`src/rtl/contador_pkg.sv`:
```
// Shared types and constants for the ascending/descending BCD counter.
// Digit type, BCD limits and active-low gfedcba seven-segment patterns.
package contador_pkg;

    typedef logic [3:0] bcd_t;

    localparam bcd_t BCD_MAX = 4'd9;
    localparam bcd_t BCD_MIN = 4'd0;

    localparam logic [6:0] SEG_0 = 7'b1000000;
    localparam logic [6:0] SEG_1 = 7'b1111001;
    localparam logic [6:0] SEG_2 = 7'b0100100;
    localparam logic [6:0] SEG_3 = 7'b0110000;
    localparam logic [6:0] SEG_4 = 7'b0011001;
    localparam logic [6:0] SEG_5 = 7'b0010010;
    localparam logic [6:0] SEG_6 = 7'b0000010;
    localparam logic [6:0] SEG_7 = 7'b1111000;
    localparam logic [6:0] SEG_8 = 7'b0000000;
    localparam logic [6:0] SEG_9 = 7'b0010000;

    function automatic bcd_t bcd_clamp(input logic [3:0] v);
        return (v > BCD_MAX) ? BCD_MAX : v;
    endfunction

    function automatic logic [6:0] seg_decode(input bcd_t d);
        logic [6:0] s;
        case (d)
            4'd0:    s = SEG_0;
            4'd1:    s = SEG_1;
            4'd2:    s = SEG_2;
            4'd3:    s = SEG_3;
            4'd4:    s = SEG_4;
            4'd5:    s = SEG_5;
            4'd6:    s = SEG_6;
            4'd7:    s = SEG_7;
            4'd8:    s = SEG_8;
            4'd9:    s = SEG_9;
            default: s = SEG_0;
        endcase
        return s;
    endfunction

endpackage

```
`src/rtl/bcd_digit.sv`:
```
// Single-decade BCD up/down cell with clamped load.
// carry_borrow flags that an enabled step rolls this digit over.
module bcd_digit
    import contador_pkg::*;
#(
    parameter logic [3:0] RESET_VALUE = 4'd0
) (
    input  logic       clock_in,
    input  logic       reset,
    input  logic       en,
    input  logic       dir,
    input  logic       load,
    input  logic [3:0] d,
    output logic [3:0] q,
    output logic       carry_borrow
);

    bcd_t q_next;
    logic at_edge;

    assign at_edge      = dir ? (q == BCD_MAX) : (q == BCD_MIN);
    assign carry_borrow = en & ~load & at_edge;

    always_comb begin
        q_next = q;
        unique case (1'b1)
            load:                q_next = bcd_clamp(d);
            (en && dir):         q_next = at_edge ? BCD_MIN : q + 4'd1;
            (en && !dir):        q_next = at_edge ? BCD_MAX : q - 4'd1;
            default:             q_next = q;
        endcase
    end

    always_ff @(posedge clock_in) begin
        if (reset) begin
            q <= RESET_VALUE;
        end else begin
            q <= q_next;
        end
    end

endmodule

```
`src/rtl/updown_bcd_counter.sv`:
```
// Two-digit BCD up/down counter stepped by rising edges of a synchronised slow clock.
// Define SEVEN_SEG_EN to add registered active-low seven-segment outputs.
module updown_bcd_counter
    import contador_pkg::*;
#(
    parameter int         SYNC_STAGES = 2,
    parameter logic [7:0] RESET_VALUE = 8'h00
) (
    input  logic       clock_in,
    input  logic       reset,
    input  logic       slow_clk,
    input  logic       enable,
    input  logic       dir,
    input  logic       load,
    input  logic [7:0] load_value,
    output logic [7:0] count,
    output logic       wrap,
    output logic       step
`ifdef SEVEN_SEG_EN
    ,
    output logic [6:0] seg_tens,
    output logic [6:0] seg_units
`endif
);

    logic [SYNC_STAGES-1:0] sync_q;
    logic                   hist_q;
    logic                   tick;
    logic                   accept;
    logic                   units_cb;
    logic                   tens_cb;
    logic [3:0]             units_q;
    logic [3:0]             tens_q;

    // slow_clk is only ever sampled as data
    always_ff @(posedge clock_in) begin
        if (reset) begin
            sync_q <= '0;
            hist_q <= 1'b0;
        end else begin
            sync_q <= {sync_q[SYNC_STAGES-2:0], slow_clk};
            hist_q <= sync_q[SYNC_STAGES-1];
        end
    end

    assign tick   = sync_q[SYNC_STAGES-1] & ~hist_q;
    assign accept = tick & enable & ~load;

    bcd_digit #(
        .RESET_VALUE(RESET_VALUE[3:0])
    ) u_units (
        .clock_in     (clock_in),
        .reset        (reset),
        .en           (accept),
        .dir          (dir),
        .load         (load),
        .d            (load_value[3:0]),
        .q            (units_q),
        .carry_borrow (units_cb)
    );

    bcd_digit #(
        .RESET_VALUE(RESET_VALUE[7:4])
    ) u_tens (
        .clock_in     (clock_in),
        .reset        (reset),
        .en           (units_cb),
        .dir          (dir),
        .load         (load),
        .d            (load_value[7:4]),
        .q            (tens_q),
        .carry_borrow (tens_cb)
    );

    assign count = {tens_q, units_q};

    always_ff @(posedge clock_in) begin
        if (reset) begin
            wrap <= 1'b0;
            step <= 1'b0;
        end else begin
            wrap <= tens_cb;
            step <= accept;
        end
    end

`ifdef SEVEN_SEG_EN
    always_ff @(posedge clock_in) begin
        if (reset) begin
            seg_tens  <= seg_decode(RESET_VALUE[7:4]);
            seg_units <= seg_decode(RESET_VALUE[3:0]);
        end else begin
            seg_tens  <= seg_decode(tens_q);
            seg_units <= seg_decode(units_q);
        end
    end
`endif

endmodule

```
`config.mk`:
```
export PLATFORM = sky130hd
export DESIGN_NAME = updown_bcd_counter
export DESIGN_NICKNAME = d
export VERILOG_FILES = /design/src/rtl/contador_pkg.sv /design/src/rtl/bcd_digit.sv /design/src/rtl/updown_bcd_counter.sv
export SDC_FILE = /design/constraint.sdc
export NUM_CORES = 1
export LEC_CHECK = 0
export BUFFER_PORTS_ARGS = -buffer_cell sky130_fd_sc_hd__buf_2
export CORE_ASPECT_RATIO = 1.25
export CORE_UTILIZATION = 54
export CTS_BUF_LIST = sky130_fd_sc_hd__clkbuf_8
export DETAILED_ROUTE_END_ITERATION = 7
export GPL_ROUTABILITY_DRIVEN = 0
export PLACE_DENSITY = 0.93
export SLEW_MARGIN = 5
export SYNTH_ARGS = -nofsm -noshare
export SYNTH_HDL_FRONTEND = slang
export SYNTH_SLANG_ARGS = --single-unit
```
`constraint.sdc`:
```
create_clock -name clock_in -period 2.1 [get_ports clock_in]
set_input_delay 0.315 -clock clock_in [delete_from_list [all_inputs] [get_ports clock_in]]
set_output_delay 0.315 -clock clock_in [all_outputs]
set_load 0.02 [all_outputs]
```
## Word-level counts from Yosys, hierarchy flattened

Cells that the tools add are included.

| operators by class | value |
|---|---|
| $add $sub $neg | 4 |
| order comparisons | 2 |
| eq/ne operators | 2 |
| mux-type cells | 10 |
| bitwise gates (word level) | 9 |
| reduce and logical (&&, ||, !) cells | 9 |

Operator list:

| cell | count |
|---|---|
| 4-bit 2-to-1 mux | 6 |
| 4-bit case mux with 3 select lines | 2 |
| 4-bit by 1-bit adder with 4-bit output (second input constant) | 2 |
| 4-bit equality test (second input constant) | 2 |
| 4-bit greater-than comparator (second input constant) | 2 |
| 4-bit zero test | 2 |
| 4-bit by 1-bit subtractor with 4-bit output (second input constant) | 2 |
| 1-bit bitwise AND | 7 |
| 3-bit nonzero test | 2 |
| 1-bit logical AND | 4 |
| 1-bit 2-to-1 mux | 2 |
| 1-bit inverter | 2 |
| 1-bit zero test | 1 |

| word-level totals | value |
|---|---|
| register bits | 13 |
| input port bits | 14 |
| output and inout port bits | 10 |
| logic and storage cells | 42 |

## Longest topological paths before layout

Gate-level depths: netlist of the first run.

| logic depth | value |
|---|---|
| depth after elaboration | 8 |
| depth in mapped cells | 6 |
| depth with buffers taken out | 6 |

## Cells and area by module

A second synthesis of the first run with hierarchy kept.

| unflattened totals | value |
|---|---|
| cells, all modules | 115 |
| area, all modules | 953.4 µm² |

By module, submodules not included:

| module | instances | cells an instance | area an instance (µm²) | seq. area each (µm²) |
|---|---|---|---|---|
| bcd_digit | 2 | 52 | 404.1 | 80.1 |
| updown_bcd_counter | 1 | 11 | 145.1 | 100.1 |

## Worst setup path after synthesis of the first run

Ideal clock, no wire load.

| timing | value |
|---|---|
| kind | register to register |
| start | register u_tens.q[1] |
| end | register u_tens.q[2] |
| library setup time | 0.070 ns |
| data arrival time | 1.841 ns |
| data required time | 2.030 ns |
| path slack | 0.189 ns |
| cell stages (with the launch flop) | 7 |
| path buffers | 0 |
| clock period less this slack | 1.911 ns |
| cells stage by stage | dfxtp_1 inv_1 ha_1 and3_2 o21ai_0 or4b_1 a21oi_1 |

| on the way | value |
|---|---|
| longest elaborated chain between the ends | 4 |
| elaborated cells on any way between the ends | 8 |
| those cells by class | add/sub (2); eq/ne (1); mux (4); reduce/logical (1) |

Ends and longest elaborated chain:

| element | RTL line | source |
|---|---|---|
| start, declared | bcd_digit.sv:14 | `output logic [3:0] q,` |
| start signal, assigned | bcd_digit.sv:38 | `q <= q_next;` |
| parallel branches: the longest is 3 deep, another holds 4-bit by 1-bit subtractor with 4-bit output | n/a |  |
| 4-bit case mux with 3 select lines * | bcd_digit.sv:26 | `unique case (1'b1)` |

Mark *: on every way between the ends.
A chain may end at the register's enable or synchronous reset.

## Final worst setup path of the first run

| timing | value |
|---|---|
| start | register u_units.q[1] |
| end | register u_tens.q[2] |

| on the way | value |
|---|---|
| longest elaborated chain between the ends | 5 |
| elaborated cells on any way between the ends | 8 |
| those cells by class | eq/ne (1); mux (2); bitwise (1); reduce/logical (4) |

Ends and longest elaborated chain:

| element | RTL line | source |
|---|---|---|
| start, declared | bcd_digit.sv:14 |  |
| start signal, assigned | bcd_digit.sv:38 |  |
| 4-bit equality test or 4-bit zero test (tied branches) | bcd_digit.sv:21 | `assign at_edge = dir ? (q == BCD_MAX) : (q == BCD_MIN);` |
| 1-bit 2-to-1 mux * | bcd_digit.sv:21 |  |
| 1-bit bitwise AND * | bcd_digit.sv:22 | `assign carry_borrow = en & ~load & at_edge;` |
| 1-bit logical AND, on equally long branches | bcd_digit.sv:29, bcd_digit.sv:28 |  |
| 4-bit case mux with 3 select lines or 3-bit nonzero test (tied branches) | n/a |  |

Mark *: on every way between the ends. The rest lies on a longest branch, timed or not.

==> results.txt, run 1 <==
Outcome: finished, final reports clean
Fin crit period: 1990 ps
CTS tree: done
Clock Sink Count: 13
Reg2reg start: u_units.q[1]
Flops & latches, synth: 13
# H-tree levels: 1
Max Clock Freq: 503 MHz
CP delay by family, top: simple AND/OR/NAND/NOR gates
Initial Utilization: 0.583
Final Hold Viols: 0
# port buffers: 23
EDFF count, synth: 0
Setup crit end kind: register
Total Die Area: 1900 um2
Most common cell after layout, fill and taps aside: buf_2
Skew final: 8.13 ps
# Max-Cap Violations: 0
Top_reg_cell synth: dfxtp_1
Initial antenna violation count: 0
Overall routing resource usage: 0.270
Die Ht: 48.5 um
Peak VDD IR: 0.581 mV
Arrival @ worst endpoint: 2170 ps
Asr flop ratio synth: 0
Clk buf depth: 2
Via Count: 886
Final Cycle Share: 0.948
Synth area leader: dfxtp_1
CP max stage cell: or4b_1
Vias per cell: 6.07
R2R cell count: 6
Worst-path clk slew: 60 ps
DRC violations left: 0
DR iter-0 viols: 17
WL/cell: 14.8 um
Post-route ant nets: 0
Vias in the first global route: 840
Boundary pin count: 24
Most frequent cells in the layout: 23 x buf_2, 12 x dfxtp_1, 11 x inv_1, 7 x nor2_1
Critical Path RT: 2280 ps
Yosys cell types: 38
DP Area: 1040 um2
HPWL Detailed: 1.61 mm
Post-synthesis mux area share: 0.0349
R2r endpoint: u_tens.q[2]
Simple-Gate Fraction of Synth Area: 0.273
Mapped Avg Cell Area: 9.06 um2
Slew Viols, Final: 0
Top post-synthesis cells by area: dfxtp_1 28%, ha_1 8.0%, a221oi_1 5.6%, inv_1 4.0%, xnor2_1 3.8%
Leakage power: 0.472 nW
Number of nets in the layout: 149
Power, Total: 0.661 mW
Largest net degree at the start of global routing: 14
Min-delay src: slow_clk
Place WS: 114 ps
Rows: 16
CP max stage delay: 530 ps
Crit path cell chain: inv_1 > ha_1 > nor4b_4 > a221oi_1 > or4b_1 > a21oi_1
Worst Tran Pin Value: 428 ps
Min-Delay Path Class: input pin to register
Relative slew slack: 0.713
Routed wire length: 2.16 mm
Compound-Gate Fraction of Synth Area: 0.212
CTS Buf Count: 3
CTS root buf: clkbuf_8
Reg-to-reg setup timing slack: 110 ps
Post-Synthesis Net Count: 123
Core area: 1600 um2
Startpoint types: register
Finished layout cell area: 1090 um2
Power Dens Cells: 605 nW/um2
Synth Cell Area: 933 um2
WP buf/inv: 1
Post-Synth Adder-Cell Area: 0.0804
Worst-Skew Late Latency: 250 ps
Syn Inst Count: 103
Fin worst setup slack: 110 ps
Ant. Diodes: 0
Sequential share of the synthesized area: 0.279
Combinational family with the most area after synthesis: simple AND/OR/NAND/NOR gates
First-pass GRT wire length: 3.62 mm
Area added between synthesis and finish: 17.0%
Layout cells sized above 1: 0.289
Die width: 39.2 um
Synth Area in XOR/XNOR: 0.0375
Endpoints failing setup: 0
GRT overflow: 0
Synth warn: 0
Number of cells on the worst hold path: 2
DR pass1 iterations: 5
Critical path class: register to register
Post-synth top area share: 0.279
Crit Path Max Fanout: 6
Hold path endpoint: sync_q[0]
==> report_power, final <==
group	leakage (nW)	internal (mW)	switching (mW)
clock network	0.0269	0.129	0.0942
registers	0.107	0.260	0.0221
logic	0.338	0.0736	0.0817
==> worst max path at each step <==
| stage | from | endpoint | slack (ps) | depth (start not counted) |
|---|---|---|---|---|
| 5_1_grt | u_units.q[1] | u_tens.q[2] | -10 | 6 |
| 3_5_place_dp | u_units.q[0] | u_tens.q[2] | 110 | 6 |
| 3_3_place_gp | u_units.q[0] | u_tens.q[2] | 230 | 6 |
| 6_report | u_units.q[1] | u_tens.q[2] | 110 | 6 |
| 2_1_floorplan | u_tens.q[1] | u_tens.q[2] | 190 | 6 |
| 4_1_cts | u_units.q[0] | u_tens.q[2] | 90 | 6 |
==> cell type report <==
type / count / area, um2
clock buffer: 3 / 41.3
clock inverter: 1 / 3.75
fill: 151 / 509
inverter: 10 / 37.5
multi-input combinational: 76 / 596
sequential: 13 / 262
tap: 18 / 22.5
timing repair buffer: 25 / 130
==> stage by stage <==
stage               cells  hold slack [ps]  utilization  TNS (ps)
floorplan             103              387            -         0
global placement      141              419        0.648         0
detailed placement    141              432        0.648         0
CTS                   145              283        0.677         0
global route          146              298        0.682     -11.1
finish                146              278        0.682         0
==> sequential cells by signal, summed over array words and instances (netlist names) <==
register and flops:
hist_q 1, step 1, sync_q 2, u_tens.q 4, u_units.q 4, wrap 1
==> cell usage after synthesis (all sizes together) (4+ instances only) <==
cell and n:
dfxtp 13, inv 10, nor2 7, a221oi 6
ha 6, nor3 6, o21ai 6, a21oi 4
nand2 4, nor2b 4, xnor2 4
==> metal layers <==
| metal | wire length, um | part of all wire | track usage |
|---|---|---|---|
| met1 | 875 | 0.40 | 0.292 |
| met2 | 1110 | 0.51 | 0.450 |
| met3 | 92 | 0.043 | 0.0459 |
| met4 | 87 | 0.040 | 0.178 |
| met5 | 0 | 0 | 0 |
==> cell families after synthesis <==
kind of cell | count (synthesis)
AND/OR/NAND/NOR | 38
AO/OA/AOI/OAI | 26
buffers and inverters | 14
flip-flops | 13
adder cells (fa/ha/maj) | 6
XOR/XNOR | 4
multiplexers | 2
==> what timing repair did <==
item                       in CTS  in global routing
setup endpoints to repair       0                  1
gates resized for setup         0                  1
hold buffers                    0                  0
setup buffers                   0                  1
Note: power is estimated with default switching activity, not from simulation.
==> run 2, diff against run 1 <==
ABC_CLOCK_PERIOD_IN_PS = 2100   (was default)
BUFFER_PORTS_ARGS = default   (was -buffer_cell sky130_fd_sc_hd__buf_2)
CORE_ASPECT_RATIO = default   (was 1.25)
CORE_UTILIZATION = 60   (was 54)
CTS_BUF_LIST = sky130_fd_sc_hd__clkbuf_4 sky130_fd_sc_hd__clkbuf_8 sky130_fd_sc_hd__clkbuf_16   (was sky130_fd_sc_hd__clkbuf_8)
DONT_BUFFER_PORTS = 1   (was default)
PLACE_DENSITY = 0.88   (was 0.93)
==> run 2 against run 1 <==
  * Count of clock-buffer cells in the layout grew 1
  * Register-to-register slack gained 99 ps
  * Cell area shrank 10%
  * Clock skew shrank 4.9 ps
  * Setup slack gained 99 ps
  * Clock power shrank 23%
  * Fmax grew 5.2%
  * Largest cell class unchanged
  * Highest routed layer unchanged
==> results.txt, run 2 (synthesis gave the netlist of run 1 again) <==
Outcome: finished, final reports clean (unchanged)
Final Hold Viols: 0 (unchanged)
Place WS: 211 ps (was 114 ps)
Skew final: 3.23 ps (was 8.13 ps)
Worst-Skew Late Latency: 280 ps (was 250 ps)
Most frequent cells in the layout: 13 x dfxtp_1, 10 x inv_1, 7 x nor2_1 (was 23 x buf_2, 12 x dfxtp_1, 11 x inv_1, 7 x nor2_1)
Slew Viols, Final: 0 (unchanged)
First-pass GRT wire length: 3.34 mm (was 3.62 mm)
Routed met3 length: 118 um (was 92 um)
Top flop regs: u_tens.q (4), u_units.q (4), sync_q (2) (unchanged)
Die width: 41.4 um (was 39.2 um)
Via Count: 798 (was 886)
DRC violations left: 0 (unchanged)
HPWL Detailed: 1.39 mm (was 1.61 mm)
Arrival @ worst endpoint: 2110 ps (was 2170 ps)
Layout cells sized above 1: 0.157 (was 0.289)
DP Area: 950 um2 (was 1040 um2)
Final TNS setup: 0 ps (unchanged)
# Max-Cap Violations: 0 (unchanged)
Post-route ant nets: 0 (unchanged)
Leakage power: 0.377 nW (was 0.472 nW)
CTS Buf Count: 3 (unchanged)
Startpoint types: register (unchanged)
Post-CTS Hold Buffers: 0 (unchanged)
Core area: 1370 um2 (was 1600 um2)
DR iter-0 viols: 27 (was 17)
Boundary pin count: 24 (unchanged)
GRT overflow: 0 (unchanged)
CTS tree: done (unchanged)
Fin crit period: 1890 ps (was 1990 ps)
CTS resizes: 0 (unchanged)
Most common cell after layout, fill and taps aside: dfxtp_1 (was buf_2)
Clock Sink Count: 13 (unchanged)
Worst Tran Pin Value: 519 ps (was 428 ps)
Finished layout cell area: 980 um2 (was 1090 um2)
Crit path cell chain: inv_1 > ha_1 > nor4b_4 > o21ai_4 > or4b_1 > a21oi_1 (was inv_1 > ha_1 > nor4b_4 > a221oi_1 > or4b_1 > a21oi_1)
Number of nets in the layout: 129 (was 149)
Min-Delay Path Class: input pin to register (unchanged)
Crit Path Max Fanout: 9 (was 6)
Max Clock Freq: 529 MHz (was 503 MHz)
CP max stage cell: or4b_1 (unchanged)
Overall routing resource usage: 0.251 (was 0.270)
Clk buf depth: 2 (unchanged)
Final Cycle Share: 0.901 (was 0.948)
Endpoints failing setup: 0 (unchanged)
CP max stage delay: 540 ps (was 530 ps)
Initial antenna violation count: 0 (unchanged)
Highest routed layer: met4 (unchanged)
CTS root buf: clkbuf_4 (was clkbuf_8)
Peak VDD IR: 0.388 mV (was 0.581 mV)
Worst-path clk slew: 80 ps (was 60 ps)
Area added between synthesis and finish: 4.96% (was 17.0%)
Fin worst setup slack: 209 ps (was 110 ps)
Routed wire length: 1.94 mm (was 2.16 mm)
# H-tree levels: 1 (unchanged)
Ant. Diodes: 0 (unchanged)
Vias in the first global route: 760 (was 840)
DR pass1 iterations: 4 (was 5)
# Post-CTS Setup Buffers: 0 (unchanged)
Relative slew slack: 0.654 (was 0.713)
Die Ht: 41.4 um (was 48.5 um)
WL met1: 878 um (was 875 um)
Final core area utilization: 0.717 (was 0.682)
# port buffers: 0 (was 23)
Total Die Area: 1720 um2 (was 1900 um2)
Largest net degree at the start of global routing: 14 (unchanged)
Rows: 13 (was 16)
Initial Utilization: 0.683 (was 0.583)
WL/cell: 15.8 um (was 14.8 um)
Vias per cell: 6.49 (was 6.07)
RSZ-0062 raised after global routing: false
Met2 wire length: 913 um (was 1.11 mm)
Critical Path RT: 2320 ps (was 2280 ps)
Critical path class: register to register (unchanged)
Setup crit end kind: register (unchanged)
Power Dens Cells: 591 nW/um2 (was 605 nW/um2)
-- run 2: cell count changes in the layout (fill, tap and decap cells not counted), sizes merged --
cell	before	now
buf	25	5
clkbuf	3	4
inv	11	10
-- run 2: where the power goes --
group,internal (mW),switching (mW)
sequential,0.259,0.0223
combinational,0.0634,0.0623
clock,0.0868,0.0856
total,0.409,0.170
-- run 2: through the flow --
stage,cells,total power [mW],hold WS [ps]
detailed placement,119,0.410,390
CTS,123,0.580,90.6
global route,123,0.606,81.0
global placement,119,0.406,386
floorplan,103,0.392,387
finish,123,0.579,92.6
-- run 2: critical path, delay by kind of cell (launching register included) --
kind	cells	cell delay, ps
AOI/OAI and AO/OA	2	290
adders and majority gates	1	190
buffers and inverters	1	100
and+or+nand+nor	2	930
DFF	1	320
-- run 2: per-layer routing --
metal  vias up  track usage
li1        390            -
met1       373        0.324
met3         5       0.0652
met2        30        0.397
met5         -            0
met4         0       0.0968
-- run 2: cell type report --
type                       count  area [um2]
multi-input combinational     76         596
tap                           15        18.8
inverter                      10        37.5
clock buffer                   4        30.0
sequential                    13         260
timing repair buffer           5        37.5
fill                         102         387
-- run 2: final timing paths --
check / slack [ps] / start / depth (start not counted) / to
min: 90 / reset / 1 / sync_q[0]
max: 210 / u_units.q[1] / 6 / u_tens.q[2]
max reg2reg: 210 / u_units.q[1] / 6 / u_tens.q[2]
min reg2reg: 450 / sync_q[0] / 1 / sync_q[1]
